`src/rtl/uart_tx_rr_arbiter.sv`:
```
// Round-robin arbiter sharing one UART TX byte sink between NUM_REQ sources, with a skid
// register per grant and a programmable post-accept idle gap. Optional lock: UART_TX_ARB_LOCK_EN.
module uart_tx_rr_arbiter #(
    parameter  int NUM_REQ    = 4,
    parameter  int DATA_WIDTH = 8,
    localparam int ID_W       = $clog2(NUM_REQ)
) (
    input  logic                          clk,
    input  logic                          rst,
    input  logic [NUM_REQ*DATA_WIDTH-1:0] s_axis_tdata,
    input  logic [NUM_REQ-1:0]            s_axis_tvalid,
`ifdef UART_TX_ARB_LOCK_EN
    input  logic [NUM_REQ-1:0]            s_axis_tlast,
`endif
    output logic [NUM_REQ-1:0]            s_axis_tready,
    output logic [DATA_WIDTH-1:0]         m_axis_tdata,
    output logic                          m_axis_tvalid,
    input  logic                          m_axis_tready,
    input  logic [15:0]                   gap,
    output logic [ID_W-1:0]               grant_id,
    output logic                          busy,
    output logic [1:0]                    dbg_state
);

    // Handshakes: a beat transfers on a rising clk edge where valid and ready are both 1;
    // a source keeps valid/data stable until then, and ready never depends on a future cycle.

    typedef enum logic [1:0] {
        ST_ARB  = 2'd0,
        ST_SEND = 2'd1,
        ST_GAP  = 2'd2
    } state_t;

    state_t                  r_state;
    state_t                  w_next;
    logic [ID_W-1:0]         r_ptr;
    logic [ID_W-1:0]         r_grant_id;
    logic [DATA_WIDTH-1:0]   r_tdata;
    logic                    r_tvalid;
    logic [15:0]             r_cnt;

    logic [NUM_REQ-1:0]      w_eligible;
    logic                    w_found;
    logic [ID_W-1:0]         w_winner;
    logic [ID_W-1:0]         w_idx;
    logic [DATA_WIDTH-1:0]   w_win_data;
    logic                    w_hs;
    logic                    w_accept;

`ifdef UART_TX_ARB_LOCK_EN
    logic                    r_locked;
    logic [ID_W-1:0]         r_lock_id;

    // While locked only the lock owner may compete, even when it is idle.
    always_comb begin
        w_eligible = s_axis_tvalid;
        if (r_locked) begin
            w_eligible = '0;
            w_eligible[r_lock_id] = s_axis_tvalid[r_lock_id];
        end
    end

    always_ff @(posedge clk) begin
        if (rst) begin
            r_locked  <= 1'b0;
            r_lock_id <= '0;
        end else if (w_hs) begin
            r_locked  <= ~s_axis_tlast[w_winner];
            r_lock_id <= w_winner;
        end
    end
`else
    assign w_eligible = s_axis_tvalid;
`endif

    // Search starts one past the last winner so every valid source is reached within NUM_REQ grants.
    always_comb begin
        w_found  = 1'b0;
        w_winner = '0;
        w_idx    = '0;
        for (int k = 1; k <= NUM_REQ; k++) begin
            w_idx = ID_W'((int'(r_ptr) + k) % NUM_REQ);
            if (!w_found && w_eligible[w_idx]) begin
                w_found  = 1'b1;
                w_winner = w_idx;
            end
        end
    end

    always_comb begin
        w_win_data = '0;
        for (int i = 0; i < NUM_REQ; i++) begin
            if (w_winner == ID_W'(i)) begin
                w_win_data = s_axis_tdata[i*DATA_WIDTH +: DATA_WIDTH];
            end
        end
    end

    assign w_hs     = (r_state == ST_ARB) && w_found;
    assign w_accept = (r_state == ST_SEND) && m_axis_tready;

    always_ff @(posedge clk) begin
        if (rst) begin
            r_state <= ST_ARB;
        end else begin
            r_state <= w_next;
        end
    end

    always_comb begin
        w_next = r_state;
        case (r_state)
            ST_ARB: begin
                if (w_found) begin
                    w_next = ST_SEND;
                end
            end
            ST_SEND: begin
                if (m_axis_tready) begin
                    w_next = (gap == 16'd0) ? ST_ARB : ST_GAP;
                end
            end
            ST_GAP: begin
                if (r_cnt == 16'd0) begin
                    w_next = ST_ARB;
                end
            end
            default: w_next = ST_ARB;
        endcase
    end

    always_comb begin
        s_axis_tready = '0;
        busy          = 1'b1;
        if (r_state == ST_ARB) begin
            busy = 1'b0;
            if (w_found) begin
                s_axis_tready[w_winner] = 1'b1;
            end
        end
    end

    // cnt is loaded with gap-1 so ARB is re-entered exactly gap clks after the accept edge.
    always_ff @(posedge clk) begin
        if (rst) begin
            r_ptr      <= ID_W'(NUM_REQ - 1);
            r_grant_id <= '0;
            r_tdata    <= '0;
            r_tvalid   <= 1'b0;
            r_cnt      <= 16'd0;
        end else begin
            if (w_hs) begin
                r_tdata    <= w_win_data;
                r_tvalid   <= 1'b1;
                r_ptr      <= w_winner;
                r_grant_id <= w_winner;
            end
            if (w_accept) begin
                r_tvalid <= 1'b0;
                if (gap != 16'd0) begin
                    r_cnt <= gap - 16'd1;
                end
            end else if (r_state == ST_GAP && r_cnt != 16'd0) begin
                r_cnt <= r_cnt - 16'd1;
            end
        end
    end

    assign m_axis_tdata  = r_tdata;
    assign m_axis_tvalid = r_tvalid;
    assign grant_id      = r_grant_id;
    assign dbg_state     = r_state;

endmodule

```
`config.mk`:
```
export PLATFORM = sky130hd
export DESIGN_NAME = uart_tx_rr_arbiter
export DESIGN_NICKNAME = d
export VERILOG_FILES = /design/src/rtl/uart_tx_rr_arbiter.sv
export SDC_FILE = /design/constraint.sdc
export NUM_CORES = 1
export LEC_CHECK = 0
export CAP_MARGIN = 5
export CORE_MARGIN = 3
export CORE_UTILIZATION = 46
export DETAILED_ROUTE_END_ITERATION = 6
export GPL_TIMING_DRIVEN = 0
export PLACE_DENSITY = 0.84
export SETUP_SLACK_MARGIN = 0.02
export SLEW_MARGIN = 20
export SYNTH_ARGS = -nofsm -noshare
export SYNTH_HDL_FRONTEND = slang
export SYNTH_SLANG_ARGS = --single-unit
```
`constraint.sdc`:
```
create_clock -name clk -period 4.9 [get_ports clk]
set_clock_uncertainty 0.15 [all_clocks]
set_input_delay 1.225 -clock clk [delete_from_list [all_inputs] [get_ports clk]]
set_output_delay 1.225 -clock clk [all_outputs]
set_load 0.03 [all_outputs]
```
==> metrics.txt <==
Fmax ~0.21 GHz; Net Switching 0.442 mW; critical path's largest stage delay 0.62 ns; CP Max Fanout 10; Post-CTS Hold Buffers 0; fin area 3090 um2; crit path kind primary input to output port; Pre-antenna DRT Iters 5; crit path time final 4.70 ns; initial antenna violation count 0; ys async rst share 0%; share of layout cells above drive strength 1 11.1%; family with the most delay on the worst path buffers and inverters; CTS tree done; Crit path buffers/inverters 3; Worst R2R End r_cnt[12]; Hold Crit Endpoint m_axis_tdata[3]; Critical Path AT about 3.3 ns; top post-synthesis cells by count nand2_1, dfxtp_1, a21oi_1, nor2_1, o21ai_0; pre-CTS setup slack -0.253 ns; ratio of final minimum period to clock period 95.9%; CTS buffer count 5; Synth area leader dfxtp_1; worst-path cell chain clkdlybuf4s50_1 > nor2_1 > nor3_1 > a211oi_2 > clkbuf_2 > nor3_1 > clkdlybuf4s50_1; die height 75.5 um; Yosys warning count 0; cells on worst reg2reg path 12; Initial Util 49.4%; Total Routing Usage GR 24.3%; # IOs 73; DRT iter0 DRCs ~260; core area 4500 um2; Mapped Area 2220 um2; row count 24; Yosys top cell area share 27.9%; hold depth 2; distinct cell type count after synthesis 51; Top FF cell, synth dfxtp_1; Switching Share just over 40%; FF+latch count, synth 31; logic gate share of total power 50.3%; CTS Buffer Depth 2; R2R Setup Slk 1.47 ns; top-count cell post-synth nand2_1; final number of setup-violating endpoints 0; vias per cell just under 6; P_leak ~1.1 nW; Final Net Count roughly 430; # DRC 0; RR Startpoint dbg_state[0]; Max-slew headroom between 60% and 70%; worst min-delay path startpoint m_axis_tdata[3]; slowest CP cell clkdlybuf4s50_1; pins over their slew limit 0; Die W ~76 um; gr ovfl total 0; largest vdd supply drop 0.246 mV; Layout area overhead 38.9%; via count about 2500; Min-Delay Path Class flop to flop; Fin. Hold Viols 0; RSZ-0062 raised after global routing false; Post-synth EDFFs 0; Seq pwr share 31.9%; maxcap violations 0; final wirelength 6.67 mm; Int Pwr 0.636 mW; post-route ant nets 0; vias in the first global route 2242; Crit. End Element output port; Power Density 349 nW/um2; H-tree Lvls 2; Post-Syn Area per Cell 7.59 um2; status finished, final reports clean; post-CTS setup buffers 0; Post-Syn Nets 349; final worst setup slack between 0.2 and 0.25 ns; diode count 0; Levels on crit path 7; WP data required 3.52 ns; Clock Power Share ~18%; Syn Inst Count roughly 300; Worst-Margin Slew 0.585 ns; Worst-Skew Late Latency 0.28 ns; synth top area cells dfxtp_1, nand2_1, a21oi_1, mux2_2, mux2i_1; largest net degree at the start of global routing 11; register area share after synthesis 27.9%; CTS clk-pin slew, worst paths 0.06 ns; DR WL/cell 15.8 um; Root Driver clkbuf_8; DP Area 3000 um2; HPWL after detailed placement 5.23 mm; Port Buffers 71; first-pass GRT wire length 10.7 mm; GPL Wtd Cong 0.916; clk sinks 31; CP Launch Type primary input; Die ar. between 5000 and 6000 um2
placed cells by master, fill, tap and decap left out, types with 2 or more instances in the layout:
cell type / count
clkdlybuf4s50_1: 68
nand2_1: 49
dfxtp_1: 31
a21oi_1: 30
nor2_1: 26
o21ai_0: 14
mux2i_1: 12
mux2_2: 11
o211ai_1: 11
clkbuf_1: 10
nor3_1: 9
a31oi_1: 9
nand3_1: 7
nand2b_1: 5
or3_1: 5
clkbuf_8: 5
buf_2: 4
or2_2: 3
nor3b_1: 3
a211oi_1: 3
nor4_2: 3
nand3b_1: 3
o2111ai_1: 3
or4_1: 3
o22ai_1: 3
and3b_1: 2
inv_1: 2
a211oi_2: 2
clkbuf_2: 2
nor4_1: 2
buf_6: 2
xor2_1: 2
o311ai_0: 2
dlymetal6s2s_1: 2
layer usage:
metal / vias to the layer above / routed length [um] / global-route usage (%) / share of wire, %
met5: - / 0 / 0 / 0
met4: 0 / 171 / 9.32 / 2.6
met3: 18 / 386 / 5.01 / 5.8
met2: 84 / 3230 / 36.5 / 48
met1: 1137 / 2880 / 34.1 / 43
li1: 1234 / - / - / -
power by group through the flow:
| stage | Combinational [mW] | Sequential (mW) | Clock, mW |
|---|---|---|---|
| after floorplan | 0.343 | 0.369 | 0 |
| after global placement | 0.528 | 0.345 | 0 |
| after detailed placement | 0.535 | 0.347 | 0 |
| after CTS | 0.538 | 0.342 | 0.193 |
| after global routing | 0.603 | 0.351 | 0.205 |
| final | 0.542 | 0.344 | 0.191 |
cells by family after synthesis:
kind of cell | share of synthesized area [%]
buffers and inverters | 5.23
AND/OR/NAND/NOR | 28.9
adder cells (fa/ha/maj) | 0.563
AO/OA/AOI/OAI | 25.2
flip-flops | 27.9
XOR/XNOR | 1.18
multiplexers | 11.0
through the flow:
| stage | std cells | power (mW) | utilization [%] | TNS [ns] | hold WS (ns) |
|---|---|---|---|---|---|
| after CTS | 424 | 1.07 | 68.5 | 0 | 0.305 |
| after global placement | 416 | 0.873 | 66.6 | -0.515 | 0.292 |
| after floorplan | 293 | 0.711 | - | 0 | 0.305 |
| after global routing | 423 | 1.16 | 68.6 | 0 | 0.333 |
| after detailed placement | 416 | 0.883 | 66.6 | -0.663 | 0.297 |
| final | 423 | 1.08 | 68.6 | 0 | 0.302 |
worst min-delay path, cell delays in order (launching register included):
cell,delay [ns]
dfxtp_1,0.31
nand2_1,0.05
a21oi_1,0.05
repair_timing:
| item | in CTS | in global routing |
|---|---|---|
| gates resized for setup | 3 | 3 |
| pin swaps | 0 | 0 |
| setup endpoints to repair | 4 | 5 |
sequential cells by signal, indices dropped and copies added (netlist names):
register / count
grant_id: 2
m_axis_tvalid: 1
dbg_state: 2
m_axis_tdata: 8
r_ptr: 2
r_cnt: 16
cell type report:
class,instances,area (um2)
repair buffers,71,714
clock buffers,7,76.3
fillers,362,1420
clock inverters,1,5.00
multi-input cells,240,1490
well taps,52,65.1
inverters,2,7.51
flip-flops and latches,31,621
plain buffers,19,109
worst max-delay path by stage:
stage	start	slack, ns	endpoint
after floorplan	s_axis_tvalid[1]	0.68	s_axis_tready[0]
after global placement	s_axis_tvalid[1]	-0.23	s_axis_tready[0]
after detailed placement	s_axis_tvalid[1]	-0.25	s_axis_tready[0]
after CTS	s_axis_tvalid[1]	0.06	s_axis_tready[2]
after global routing	s_axis_tvalid[1]	0.04	s_axis_tready[1]
final	s_axis_tvalid[1]	0.20	s_axis_tready[1]
(Power assumes the default switching activity.)
